--- src/rtl/pwm_cfg_pkg.sv ---
// Shared constants and types for the SPI configuration block of the PWM core:
// the register map, reset values, CTRL bit positions and the frame layout.
package pwm_cfg_pkg;

  localparam int DATA_W = 8;
  localparam int ADDR_W = 3;
  localparam int CTRL_W = 4;

  // Register map
  localparam logic [ADDR_W-1:0] ADDR_PERIOD    = 3'd0;
  localparam logic [ADDR_W-1:0] ADDR_PRESCALER = 3'd1;
  localparam logic [ADDR_W-1:0] ADDR_CTRL      = 3'd2;
  localparam logic [ADDR_W-1:0] ADDR_CH0_DUTY  = 3'd3;
  localparam logic [ADDR_W-1:0] ADDR_CH1_DUTY  = 3'd4;
  localparam logic [ADDR_W-1:0] ADDR_CH2_DUTY  = 3'd5;
  localparam logic [ADDR_W-1:0] ADDR_STATUS    = 3'd6;
  localparam logic [ADDR_W-1:0] ADDR_ID        = 3'd7;

  // Reset values
  localparam logic [DATA_W-1:0] DEF_PERIOD_RST = 8'hFF;
  localparam logic [DATA_W-1:0] PRESCALER_RST  = 8'h00;
  localparam logic [CTRL_W-1:0] CTRL_RST       = 4'h0;
  localparam logic [DATA_W-1:0] DUTY_RST       = 8'h00;

  // CTRL bit positions
  localparam int CTRL_TIMER_EN = 0;
  localparam int CTRL_CH0_EN   = 1;
  localparam int CTRL_CH1_EN   = 2;
  localparam int CTRL_CH2_EN   = 3;

  // Frame layout: 8 command bits followed by 8 data bits
  localparam int FRAME_BITS = 16;
  localparam int CMD_BITS   = 8;
  localparam int CNT_W      = $clog2(FRAME_BITS);
  localparam logic [CNT_W-1:0] CMD_LAST_BIT   = CNT_W'(CMD_BITS - 1);
  localparam logic [CNT_W-1:0] FRAME_LAST_BIT = CNT_W'(FRAME_BITS - 1);

  typedef enum logic [1:0] {
    ST_IDLE,
    ST_CMD,
    ST_DATA,
    ST_DONE
  } frame_state_t;

endpackage

--- src/rtl/spi_slave_shifter.sv ---
// SPI mode-0 slave front end: synchronises the SPI pins into clk, tracks the
// 16-bit frame and hands command, write data and read-load strobes to the
// register bank.
module spi_slave_shifter
  import pwm_cfg_pkg::*;
#(
  parameter int SYNC_STAGES = 2
) (
  input  logic              clk,
  input  logic              reset,
  input  logic              sclk,
  input  logic              cs_n,
  input  logic              mosi,
  output logic              miso,
  output logic              miso_oe,
  output logic              cmd_valid,
  output logic [ADDR_W-1:0] cmd_addr,
  output logic              cmd_write,
  output logic              wr_valid,
  output logic [DATA_W-1:0] wr_data,
  output logic              rd_load,
  input  logic [DATA_W-1:0] rd_data
);

  logic [SYNC_STAGES-1:0] sclk_sync, cs_sync, mosi_sync;
  logic                   sclk_d, cs_d;
  logic                   sclk_s, cs_s, mosi_s;
  logic                   sclk_rise, sclk_fall, cs_fall, cs_rise;

  frame_state_t           state, state_next;
  logic [CNT_W-1:0]       bit_cnt;
  logic [DATA_W-2:0]      rx_shift;
  logic [DATA_W-1:0]      rx_byte_next;
  logic [DATA_W-1:0]      tx_shift;
  logic                   tx_active;
  logic                   write_q;

  assign sclk_s = sclk_sync[SYNC_STAGES-1];
  assign cs_s   = cs_sync[SYNC_STAGES-1];
  assign mosi_s = mosi_sync[SYNC_STAGES-1];

  assign sclk_rise = sclk_s & ~sclk_d;
  assign sclk_fall = ~sclk_s & sclk_d;
  assign cs_fall   = ~cs_s & cs_d;
  assign cs_rise   = cs_s & ~cs_d;

  // Byte including the bit arriving on this rising edge
  assign rx_byte_next = {rx_shift, mosi_s};
  assign cmd_addr     = rx_byte_next[ADDR_W-1:0];
  assign cmd_write    = rx_byte_next[DATA_W-1];

  assign miso_oe = ~cs_s;
  assign miso    = tx_active & tx_shift[DATA_W-1] & (state == ST_DATA);

  // Pin synchronisers and edge-detect history; cs_n idles high out of reset
  always_ff @(posedge clk) begin
    // NOTE: every clocked assignment is non-blocking so all flops sample
    // pre-edge values, which is what makes the chains real shift registers.
    if (!reset) begin
      sclk_sync <= '0;
      cs_sync   <= '1;
      mosi_sync <= '0;
      sclk_d    <= 1'b0;
      cs_d      <= 1'b1;
    end else begin
      sclk_sync <= {sclk_sync[SYNC_STAGES-2:0], sclk};
      cs_sync   <= {cs_sync[SYNC_STAGES-2:0], cs_n};
      mosi_sync <= {mosi_sync[SYNC_STAGES-2:0], mosi};
      sclk_d    <= sclk_s;
      cs_d      <= cs_s;
    end
  end

  // Frame state register
  always_ff @(posedge clk) begin
    if (!reset) state <= ST_IDLE;
    else        state <= state_next;
  end

  // Next-state logic and command/read strobes
  always_comb begin
    // NOTE: defaults first so every path assigns every output; otherwise a
    // missed branch would infer a latch.
    state_next = state;
    cmd_valid  = 1'b0;
    rd_load    = 1'b0;
    case (state)
      ST_IDLE: if (cs_fall) state_next = ST_CMD;
      ST_CMD: begin
        if (cs_rise) begin
          state_next = ST_IDLE;
        end else if (sclk_rise && bit_cnt == CMD_LAST_BIT) begin
          state_next = ST_DATA;
          cmd_valid  = 1'b1;
          rd_load    = ~cmd_write;
        end
      end
      ST_DATA: begin
        if (cs_rise)                                         state_next = ST_IDLE;
        else if (sclk_rise && bit_cnt == FRAME_LAST_BIT)     state_next = ST_DONE;
      end
      ST_DONE: if (cs_rise) state_next = ST_IDLE;
      default: state_next = ST_IDLE;
    endcase
  end

  // Bit counter, RX/TX shift registers and the registered write strobe
  always_ff @(posedge clk) begin
    if (!reset) begin
      bit_cnt   <= '0;
      rx_shift  <= '0;
      tx_shift  <= '0;
      tx_active <= 1'b0;
      write_q   <= 1'b0;
      wr_valid  <= 1'b0;
      wr_data   <= '0;
    end else begin
      wr_valid <= 1'b0;
      if (state == ST_IDLE && cs_fall) begin
        bit_cnt   <= '0;
        tx_active <= 1'b0;
      end
      if ((state == ST_CMD || state == ST_DATA) && sclk_rise && !cs_rise) begin
        bit_cnt  <= bit_cnt + 1'b1;
        rx_shift <= rx_byte_next[DATA_W-2:0];
      end
      if (cmd_valid) begin
        write_q   <= cmd_write;
        tx_active <= 1'b0;
      end
      if (rd_load) tx_shift <= rd_data;
      // First falling edge of the data phase exposes the MSB; later ones shift
      if (state == ST_DATA && sclk_fall && !write_q) begin
        if (tx_active) tx_shift  <= {tx_shift[DATA_W-2:0], 1'b0};
        else           tx_active <= 1'b1;
      end
      if (state == ST_DATA && state_next == ST_DONE) begin
        wr_valid <= write_q;
        wr_data  <= rx_byte_next;
      end
    end
  end

endmodule

--- src/rtl/pwm_spi_cfg.sv ---
// SPI-programmable configuration register bank for the PWM core. PERIOD and
// duty cycles are double-buffered and move to the core on a period boundary
// (or continuously while the timer is stopped); status bits are sticky.
module pwm_spi_cfg
  import pwm_cfg_pkg::*;
#(
  parameter int                SYNC_STAGES = 2,
  parameter logic [DATA_W-1:0] ID_VALUE    = 8'hA5,
  parameter logic [DATA_W-1:0] PERIOD_RST  = DEF_PERIOD_RST
) (
  input  logic              clk,
  input  logic              reset,
  input  logic              sclk,
  input  logic              cs_n,
  input  logic              mosi,
  output logic              miso,
  output logic              miso_oe,
  input  logic              period_complete,
  input  logic              timer_overflow,
  output logic [DATA_W-1:0] period,
  output logic [DATA_W-1:0] prescaler,
  output logic              timer_enable,
  output logic              ch0_enable,
  output logic              ch1_enable,
  output logic              ch2_enable,
  output logic [DATA_W-1:0] ch0_duty_cycle,
  output logic [DATA_W-1:0] ch1_duty_cycle,
  output logic [DATA_W-1:0] ch2_duty_cycle
);

  logic              cmd_valid, cmd_write, wr_valid, rd_load;
  logic [ADDR_W-1:0] cmd_addr, wr_addr;
  logic [DATA_W-1:0] wr_data, rd_data;

  logic [DATA_W-1:0] period_shadow, ch0_shadow, ch1_shadow, ch2_shadow;
  logic [CTRL_W-1:0] ctrl;
  logic [1:0]        sticky, pulses, status_now;
  logic              transfer, status_clear;

  spi_slave_shifter #(.SYNC_STAGES(SYNC_STAGES)) u_shifter (
    .clk       (clk),
    .reset     (reset),
    .sclk      (sclk),
    .cs_n      (cs_n),
    .mosi      (mosi),
    .miso      (miso),
    .miso_oe   (miso_oe),
    .cmd_valid (cmd_valid),
    .cmd_addr  (cmd_addr),
    .cmd_write (cmd_write),
    .wr_valid  (wr_valid),
    .wr_data   (wr_data),
    .rd_load   (rd_load),
    .rd_data   (rd_data)
  );

  assign timer_enable = ctrl[CTRL_TIMER_EN];
  assign ch0_enable   = ctrl[CTRL_CH0_EN];
  assign ch1_enable   = ctrl[CTRL_CH1_EN];
  assign ch2_enable   = ctrl[CTRL_CH2_EN];

  assign transfer     = period_complete | ~ctrl[CTRL_TIMER_EN];
  assign pulses       = {timer_overflow, period_complete};
  assign status_now   = sticky | pulses;
  assign status_clear = rd_load && cmd_addr == ADDR_STATUS;

  // Remember the target of a write command until its data byte arrives
  always_ff @(posedge clk) begin
    if (!reset)                     wr_addr <= '0;
    else if (cmd_valid && cmd_write) wr_addr <= cmd_addr;
  end

  // Write commit into shadows and immediate registers; RO addresses ignored
  always_ff @(posedge clk) begin
    if (!reset) begin
      period_shadow <= PERIOD_RST;
      ch0_shadow    <= DUTY_RST;
      ch1_shadow    <= DUTY_RST;
      ch2_shadow    <= DUTY_RST;
      prescaler     <= PRESCALER_RST;
      ctrl          <= CTRL_RST;
    end else if (wr_valid) begin
      case (wr_addr)
        ADDR_PERIOD:    period_shadow <= wr_data;
        ADDR_PRESCALER: prescaler     <= wr_data;
        ADDR_CTRL:      ctrl          <= wr_data[CTRL_W-1:0];
        ADDR_CH0_DUTY:  ch0_shadow    <= wr_data;
        ADDR_CH1_DUTY:  ch1_shadow    <= wr_data;
        ADDR_CH2_DUTY:  ch2_shadow    <= wr_data;
        default: ;
      endcase
    end
  end

  // Shadow-to-active transfer; a same-clk write is seen one transfer later
  always_ff @(posedge clk) begin
    if (!reset) begin
      period         <= PERIOD_RST;
      ch0_duty_cycle <= DUTY_RST;
      ch1_duty_cycle <= DUTY_RST;
      ch2_duty_cycle <= DUTY_RST;
    end else if (transfer) begin
      period         <= period_shadow;
      ch0_duty_cycle <= ch0_shadow;
      ch1_duty_cycle <= ch1_shadow;
      ch2_duty_cycle <= ch2_shadow;
    end
  end

  // Sticky status; a pulse coincident with the read-clear survives it
  always_ff @(posedge clk) begin
    if (!reset)            sticky <= '0;
    else if (status_clear) sticky <= pulses;
    else                   sticky <= status_now;
  end

  // Read mux, sampled into the TX register on rd_load
  always_comb begin
    rd_data = '0;
    case (cmd_addr)
      ADDR_PERIOD:    rd_data = period_shadow;
      ADDR_PRESCALER: rd_data = prescaler;
      ADDR_CTRL:      rd_data = {{(DATA_W-CTRL_W){1'b0}}, ctrl};
      ADDR_CH0_DUTY:  rd_data = ch0_shadow;
      ADDR_CH1_DUTY:  rd_data = ch1_shadow;
      ADDR_CH2_DUTY:  rd_data = ch2_shadow;
      ADDR_STATUS:    rd_data = {{(DATA_W-2){1'b0}}, status_now};
      ADDR_ID:        rd_data = ID_VALUE;
      default:        rd_data = '0;
    endcase
  end

endmodule

--- config.mk ---
export PLATFORM = sky130hd
export DESIGN_NAME = pwm_spi_cfg
export DESIGN_NICKNAME = d
export VERILOG_FILES = /design/src/rtl/pwm_cfg_pkg.sv /design/src/rtl/spi_slave_shifter.sv /design/src/rtl/pwm_spi_cfg.sv
export SDC_FILE = /design/constraint.sdc
export NUM_CORES = 1
export LEC_CHECK = 0
export ABC_AREA = 1
export BUFFER_PORTS_ARGS = -buffer_cell sky130_fd_sc_hd__buf_2
export CAP_MARGIN = 20
export CORE_MARGIN = 2
export CORE_UTILIZATION = 35
export CTS_CLUSTER_SIZE = 24
export DETAILED_ROUTE_END_ITERATION = 8
export GPL_TIMING_DRIVEN = 0
export PLACE_DENSITY_LB_ADDON = 0.08
export SYNTH_ARGS = -nofsm -noshare
export SYNTH_HDL_FRONTEND = slang
export SYNTH_SLANG_ARGS = --single-unit
--- constraint.sdc ---
create_clock -name clk -period 1.77 [get_ports clk]
set_input_delay 0.354 -clock clk [delete_from_list [all_inputs] [get_ports clk]]
set_output_delay 0.354 -clock clk [all_outputs]
set_load 0.01 [all_outputs]
==> results of run 1 <==
-- tightest hold or removal path, delay by kind of cell --
kind	cells	cell delay [ns]
buffers and inverters	2	0.11
AND/OR/NAND/NOR	1	0.04
-- layout make-up --
class	count	area, µm²
Clock inverter	8	118
Fill cell	1409	7380
Clock buffer	23	488
Multi-Input combinational cell	421	2080
Timing Repair Buffer	54	278
Inverter	78	295
Buffer	27	115
Sequential cell	121	2430
Tap cell	176	220
-- sequential cells by signal, summed over array words and instances (netlist names), 3 cells and up --
| signal | flops |
|---|---|
| u_shifter.tx_shift | 8 |
| u_shifter.wr_data | 8 |
| u_shifter.rx_shift | 7 |
| period_shadow | 8 |
| ch0_shadow | 8 |
| prescaler | 8 |
| ctrl | 4 |
| u_shifter.bit_cnt | 4 |
| ch1_duty_cycle | 8 |
| ch2_shadow | 8 |
| ch1_shadow | 8 |
| wr_addr | 3 |
| ch0_duty_cycle | 8 |
| ch2_duty_cycle | 8 |
| period | 8 |
-- metrics by stage --
stage,instances,worst slack [ns]
after global placement,873,-0.0733
final,908,0.0899
after CTS,904,0.0357
after detailed placement,873,-0.0862
after global routing,908,-0.0180
after floorplan,646,0.236
-- synthesized netlist by cell type, types with 5 or more instances --
| library cell | count | area share [%] |
|---|---|---|
| a21oi_1 | 77 | 8.0 |
| buf_1 | 5 | 0.39 |
| buf_2 | 5 | 0.52 |
| clkbuf_1 | 16 | 1.2 |
| dfxtp_1 | 121 | 50 |
| ha_1 | 6 | 1.6 |
| inv_1 | 67 | 5.2 |
| inv_2 | 9 | 0.70 |
| nand2_1 | 90 | 7.0 |
| nand3_1 | 34 | 3.5 |
| nor2_1 | 88 | 6.8 |
| nor3_1 | 6 | 0.62 |
| o211ai_1 | 8 | 1.2 |
| o21ai_0 | 83 | 8.6 |
| o22ai_1 | 6 | 0.78 |
-- report_power, final --
group	switching [mW]	internal (mW)	leakage (nW)	total, mW
Combinational	0.134	0.0515	1.29	0.186
Sequential	0.00776	2.74	0.979	2.75
Clock	1.20	2.34	0.299	3.55
-- final timing paths --
path,to,start,cells past startpoint
hold reg to reg,u_shifter.cs_sync[1],u_shifter.cs_sync[0],1
setup / recovery,u_shifter.tx_shift[6],u_shifter.rx_shift[1],6
setup reg to reg,u_shifter.tx_shift[6],u_shifter.rx_shift[1],6
hold / removal,u_shifter.sclk_sync[0],sclk,3
-- per-layer routing --
metal | up-vias | share of wire [%] | GRT usage (%)
li1 | 2263 | - | -
met1 | 2044 | 47 | 28.1
met2 | 113 | 45 | 31.8
met3 | 19 | 5.2 | 4.40
met4 | 0 | 2.0 | 8.12
met5 | - | 0 | 0
-- timing repair --
| item | in CTS | in global routing |
|---|---|---|
| pin swaps | 1 | 5 |
| buffers inserted | 0 | 3 |
| endpoints found under the setup margin | 16 | 23 |
| resized for setup | 5 | 16 |
| gates cloned | 0 | 1 |
-- logic make-up after synthesis --
family	after synthesis	share of synthesized area, %
buffers and inverters	105	8.43
adders and majority gates	6	1.55
DFF	121	50.0
AOI/OAI and AO/OA	181	19.5
and+or+nand+nor	233	20.5
==> impl_metrics.csv, run 1 <==
group,metric,value,unit
status,status,"complete, no violations",
logic_synthesis,syn-instance-count,646,
power_and_ir_drop,total_leakage_power,2.57,nW
timing,rsz0062_at_grt,"yes",
logic_synthesis,syn_area,4840,µm²
setup_path,worst-setup-path-type,"register to register",
layout,nets,733,
timing,period_share,94.9,%
logic_synthesis,synth_seq_cells,121,
timing,slew_viol_final,0,
cts,insertion_delay,0.42,ns
power_and_ir_drop,p_total,6.48,mW
layout,layout_commonest_cell,"dfxtp_1",
timing,holdWs,0.123,ns
die,dieArea,14800,µm²
cts,hold_buffers,0,
layout,drive_gt1_share,17.5,%
routing,viasPerCell,4.89,
setup_path,end_kind,"register",
logic_synthesis,syn_nets,659,
die,io_pins,53,
cts,numClockSinks,121,
logic_synthesis,ys_warn_count,0,
logic_synthesis,synth-edff-count,0,
setup_path,r2r_slack,0.09,ns
timing,tightest_slew,0.596,ns
placed_design,gp_congestion,0.879,
routing,drc,0,
setup_path,worstSetupStartpointType,"register",
setup_path,path_cells,"buf_2 > inv_1 > nand3_1 > o2111ai_1 > nand3_1 > a21oi_1",
layout,area_delta_synth_final,24.4,%
timing,finalHoldViolCount,0,
routing,totalWireLength,14300,µm
setup_path,arrival,2.02,ns
die,die_x,122,µm
timing,tns,0,ns
setup_path,worstPathBufferInverterCount,2,
die,core_area,13400,µm²
cts,cts_tree,"built",
cts,clockRootBuffer,"clkbuf_16",
logic_synthesis,synth_flop_cell,"dfxtp_1",
layout,utilization,44.9,%
timing,fmax,595,MHz
global_routing,grt_pass1_wl,22700,µm
logic_synthesis,synth_cell_types,28,
setup_path,critical_path_required,2.11,ns
die,std_cell_rows,42,
timing,setup_viol_count_final,0,
power_and_ir_drop,power_density,1080,nW/µm²
logic_synthesis,async_reset_ff_share,0,%
placed_design,dpl_cell_area,5320,µm²
setup_path,cp_slowest_cell,"o2111ai_1",
global_routing,grt-ovfl-total,0,
power_and_ir_drop,peakVddDrop,646,µV
setup_path,critical_path.top_delay_family,"compound AO/OA/AOI/OAI gates",
setup_path,max_stage_delay,0.45,ns
routing,antenna_left,0,
routing,drt_iter0_drc,318,
setup_path,crit_fanout,8,
timing,clock_skew,0.00722,ns
routing,vias,4439,
layout,n_antenna_cell,0,
setup_path,cpMostUsedCell,"nand3_1",
global_routing,grt_max_degree,17,
cts,clk_pin_slew,0.05,ns
timing,slew_headroom,60.3,%
cts,numCtsBuffers,17,
hold_path,hold_path_class,"primary input to register",
routing,wire_per_inst,15.7,µm
global_routing,antenna_found_initial,0,
die,die_y,122,µm
placed_design,dp_hpwl,10300,µm
layout,design_area,6020,µm²
global_routing,grt_util_all_layers,20.6,%
routing,first_pass_iters,5,
die,start_util,36.1,%
global_routing,grt_pass1_vias,4155,
cts,htree_num_levels,4,
timing,finalCriticalPeriod,1.68,ns
placed_design,port_buffers,51,
cts,clockBufferDepth,2,
run,cap_violations,0,
logic_synthesis,seq_area_frac_synth,50.0,%
layout,mostFrequentLayoutCells,"dfxtp_1 (118), nand2_1 (88), nor2_1 (87), o21ai_0 (83), a21oi_1 (76)",
logic_synthesis,syn_avg_cell_area,7.49,µm²
(Power assumes the default switching activity.)
==> inputs of run 2 (changes only) <==
- CTS_BUF_LIST: unset -> sky130_fd_sc_hd__clkbuf_4 sky130_fd_sc_hd__clkbuf_8 sky130_fd_sc_hd__clkbuf_16
==> impl_metrics.csv, run 2 (synthesized netlist as in run 1, its figures left out) <==
group,metric,value,unit
status,status,"complete, no violations",
layout,nets,733,
cts,numClockSinks,121,
layout,utilization,45.0,%
placed_design,dpl_cell_area,5320,µm²
power_and_ir_drop,p_total,6.51,mW
power_and_ir_drop,p_comb_share,2.9,%
setup_path,r2r_slack,0.10,ns
routing,wire_per_inst,15.7,µm
timing,rsz0062_at_grt,"yes",
timing,fmax,599,MHz
routing,drt_iter0_drc,319,
routing,vias,4432,
die,io_pins,53,
power_and_ir_drop,total_leakage_power,2.57,nW
routing,first_pass_iters,5,
setup_path,cp_slowest_cell,"o2111ai_1",
placed_design,dp_hpwl,10300,µm
global_routing,grt_max_degree,17,
placed_design,dp.cells,873,
cts,hold_buffers,0,
hold_path,hold_path_class,"primary input to register",
power_and_ir_drop,swShare,20.7,%
timing,slew_viol_final,0,
routing,drc,0,
layout,drive_gt1_share,17.8,%
timing,finalCriticalPeriod,1.67,ns
placed_design,dp_slack,-0.0862,ns
setup_path,critical_path.top_delay_family,"compound AO/OA/AOI/OAI gates",
layout,layout_commonest_cell,"dfxtp_1",
global_routing,grt_pass1_vias,4155,
power_and_ir_drop,p_seq_share,42.2,%
global_routing,grt-ovfl-total,0,
setup_path,end_kind,"register",
cts,numCtsBuffers,17,
timing,finalHoldViolCount,0,
setup_path,r2r_end,"u_shifter.tx_shift[6]",
setup_path,crit_start,"u_shifter.rx_shift[1]",
global_routing,antenna_found_initial,0,
setup_path,arrival,2.01,ns
layout,n_antenna_cell,0,
global_routing,grt_util_all_layers,20.6,%
timing,period_share,94.3,%
timing,tns,0,ns
layout,design_area,6030,µm²
die,core_area,13400,µm²
timing,setup_viol_count_final,0,
setup_path,crit_fanout,8,
timing,fin_ws,0.100,ns
setup_path,cp-endpoint,"u_shifter.tx_shift[6]",
cts,clk_pin_slew,0.05,ns
timing,clock_skew,0.00701,ns
die,std_cell_rows,42,
placed_design,port_buffers,51,
routing,antenna_left,0,
cts,clockRootBuffer,"clkbuf_16",
cts,insertion_delay,0.42,ns
timing,slew_headroom,60.1,%
cts,htree_num_levels,4,
setup_path,timing.rr.start,"u_shifter.rx_shift[1]",
layout,area_delta_synth_final,24.6,%
die,die_x,122,µm
die,start_util,36.1,%
global_routing,grt_pass1_wl,22700,µm
setup_path,worstPathBufferInverterCount,2,
cts,clockBufferDepth,2,
timing,tightest_slew,0.598,ns
setup_path,worst-setup-path-type,"register to register",
layout,final_cells,908,
power_and_ir_drop,pwr-share-clk,54.9,%
setup_path,critical_path_required,2.11,ns
cts,cts_tree,"built",
run,cap_violations,0,
setup_path,max_stage_delay,0.44,ns
layout,mostFrequentLayoutCells,"dfxtp_1 (118), nand2_1 (88), nor2_1 (87), o21ai_0 (83), a21oi_1 (76)",
power_and_ir_drop,peakVddDrop,646,µV
routing,viasPerCell,4.88,
power_and_ir_drop,p_switching,1.35,mW
placed_design,gp_congestion,0.879,
setup_path,cp_num_cells,6,
layout,n_fill_cell,1409,
die,dieArea,14800,µm²
power_and_ir_drop,p_int,5.16,mW
timing,holdWs,0.124,ns
power_and_ir_drop,power_density,1080,nW/µm²
setup_path,cpMostUsedCell,"nand3_1",
die,die_y,122,µm
setup_path,path_cells,"buf_2 > inv_1 > nand3_1 > o2111ai_1 > nand3_1 > a21oi_1",
routing,totalWireLength,14300,µm
setup_path,worstSetupStartpointType,"register",
setup_path,r2r_cells,6,
==> run 2: cell type report <==
type	count	area, µm²	share of cell area [%]
Buffer	27	115	1.91
Clock buffer	23	495	8.22
Clock inverter	8	118	1.95
Inverter	78	295	4.90
Multi-Input combinational cell	421	2080	34.5
Sequential cell	121	2430	40.2
Tap cell	176	220	3.65
Timing Repair Buffer	54	278	4.61
==> run 2: metal layers <==
layer	wire (µm)	part of all wire, %	track usage (%)
met1	6760	47	28.2
met2	6460	45	31.8
met5	0	0	0
met4	279	2.0	8.12
met3	764	5.4	4.40
==> run 2: tightest hold or removal path: stages <==
cell	delay [ns]
buf_2	0.07
nand2_1	0.04
inv_1	0.04
==> run 2: worst min path at each step <==
stage,startpoint,to,depth (start not counted)
3_3_place_gp,u_shifter.cs_sync[0],u_shifter.cs_sync[1],1
2_1_floorplan,u_shifter.mosi_sync[0],u_shifter.mosi_sync[1],2
5_1_grt,cs_n,u_shifter.cs_sync[0],2
6_report,sclk,u_shifter.sclk_sync[0],3
3_5_place_dp,u_shifter.cs_sync[0],u_shifter.cs_sync[1],1
4_1_cts,cs_n,u_shifter.cs_sync[0],2
==> run 2: power by group through the flow <==
stage | logic (mW) | clock network, mW | registers (mW)
floorplan | 0.118 | 0 | 2.80
global placement | 0.174 | 0 | 2.80
detailed placement | 0.174 | 0 | 2.80
CTS | 0.177 | 3.62 | 2.75
global route | 0.212 | 3.74 | 2.75
finish | 0.186 | 3.58 | 2.75
==> run 2: timing repair <==
item / 4_1_cts / 5_1_grt
setup endpoints to repair: 16 / 23
gates cloned: 0 / 1
buffers inserted: 0 / 3
gates resized for setup: 5 / 16
pin swaps: 1 / 5
==> inputs of run 3 (changes only) <==
- CORE_MARGIN: 2 -> unset
- CORE_UTILIZATION: 35 -> 58
==> impl_metrics.csv, run 3 (synthesized netlist as in run 1, its figures left out) <==
group,metric,value,unit
status,status,"complete, no violations",
layout,final_cells,837,
cts,cts_tree,"built",
placed_design,dp_slack,-0.0279,ns
die,dieArea,8720,µm²
timing,clock_skew,0.00497,ns
global_routing,grt_pass1_vias,4402,
setup_path,critical_path_required,1.42,ns
power_and_ir_drop,p_total,6.43,mW
timing,finalHoldViolCount,0,
routing,antenna_left,0,
power_and_ir_drop,total_leakage_power,2.58,nW
cts,insertion_delay,0.52,ns
cts,numCtsBuffers,17,
routing,first_pass_iters,5,
die,die_x,93.4,µm
placed_design,dpl_cell_area,5220,µm²
global_routing,grt_util_all_layers,32.4,%
power_and_ir_drop,power_density,1080,nW/µm²
cts,hold_buffers,0,
timing,rsz0062_at_grt,"yes",
placed_design,dp.cells,799,
routing,drt_iter0_drc,412,
setup_path,r2r_cells,11,
routing,viasPerCell,5.60,
routing,vias,4690,
timing,fin_ws,0.00374,ns
timing,period_share,99.8,%
routing,wire_per_inst,16.3,µm
run,cap_violations,0,
setup_path,arrival,1.41,ns
placed_design,dp_hpwl,9490,µm
layout,drive_gt1_share,17.7,%
die,die_y,93.4,µm
cts,htree_num_levels,4,
die,std_cell_rows,32,
layout,layout_commonest_cell,"dfxtp_1",
timing,setup_viol_count_final,0,
global_routing,grt-ovfl-total,0,
power_and_ir_drop,peakVddDrop,825,µV
global_routing,antenna_found_initial,0,
timing,finalCriticalPeriod,1.77,ns
routing,drc,0,
setup_path,cp-endpoint,"miso",
hold_path,hold_path_class,"primary input to register",
placed_design,port_buffers,51,
layout,mostFrequentLayoutCells,"dfxtp_1 (118), nand2_1 (88), nor2_1 (87), o21ai_0 (83), a21oi_1 (77)",
routing,totalWireLength,13600,µm
setup_path,worst-setup-path-type,"register to primary output",
die,start_util,61.4,%
layout,area_delta_synth_final,22.9,%
cts,clockRootBuffer,"clkbuf_8",
die,core_area,7890,µm²
setup_path,r2r_slack,0.02,ns
cts,clk_pin_slew,0.06,ns
timing,tns,0,ns
placed_design,gp_congestion,0.950,
timing,fmax,566,MHz
cts,clockBufferDepth,2,
setup_path,timing.rr.start,"u_shifter.state[0]",
timing,slew_headroom,61.2,%
timing,slew_viol_final,0,
layout,n_antenna_cell,0,
setup_path,crit_start,"u_shifter.state[0]",
layout,n_fill_cell,630,
setup_path,end_kind,"primary output",
layout,nets,735,
layout,design_area,5950,µm²
global_routing,grt_max_degree,17,
setup_path,worstSetupStartpointType,"register",
global_routing,grt_pass1_wl,21200,µm
setup_path,crit_fanout,4,
cts,numClockSinks,121,
setup_path,r2r_end,"u_shifter.wr_data[0]",
die,io_pins,53,
timing,tightest_slew,0.582,ns
run 3: changes by cell type in the layout (fill, tap and decap cells not counted), sizes merged:
cell      before  now
clkbuf        39   33
buf           65   68
clkinvlp       1    4
clkinv         6    8
inv           76   77
run 3: stage by stage:
step                      util [%]  hold slack (ns)
after floorplan                  -            0.390
after global placement        66.2            0.400
final                         75.4           0.0151
after global routing          75.4           0.0169
after detailed placement      66.2            0.409
after CTS                     74.5           0.0156
run 3: layout make-up:
class	instances	area, µm²	share of cell area [%]
plain buffers	26	111	1.87
clock buffers	18	428	7.19
clock inverters	14	174	2.92
inverters	78	295	4.96
multi-input cells	421	2070	34.8
flip-flops and latches	121	2430	40.9
well taps	102	128	2.14
repair buffers	57	313	5.26
run 3: power by group:
group	switching, mW	internal (mW)
clock network	1.30	2.19
logic	0.134	0.0589
registers	0.00818	2.74
total	1.45	4.98
run 3: what timing repair did:
item | 4_1_cts | 5_1_grt
pin swaps | 0 | 8
gates resized for setup | 4 | 15
buffers inserted | 4 | 2
cloned | 0 | 1
endpoints found under the setup margin | 16 | 22
run 3: critical path: stages, from the launching register on:
cell and delay, ns:
dfxtp_4 0.36, inv_4 0.07, ha_4 0.17, nand2_2 0.06
nor2_2 0.10, buf_2 0.13
run 3: how the worst min path moves through the flow:
stage	start	endpoint	slack, ns	cells past startpoint
6_report	sclk	u_shifter.sclk_sync[0]	0.02	3
5_1_grt	cs_n	u_shifter.cs_sync[0]	0.02	2
4_1_cts	sclk	u_shifter.sclk_sync[0]	0.02	3
3_5_place_dp	u_shifter.sclk_sync[0]	u_shifter.sclk_sync[1]	0.41	2
3_3_place_gp	u_shifter.sclk_sync[0]	u_shifter.sclk_sync[1]	0.40	2
2_1_floorplan	u_shifter.mosi_sync[0]	u_shifter.mosi_sync[1]	0.39	2
run 3: metal layers:
layer	track usage, %	share of wire, %	up-vias
met3	7.56	6.8	44
met5	0	0	-
met2	54.7	47	204
met4	14.9	3.9	0
li1	-	-	2271
met1	39.1	42	2171
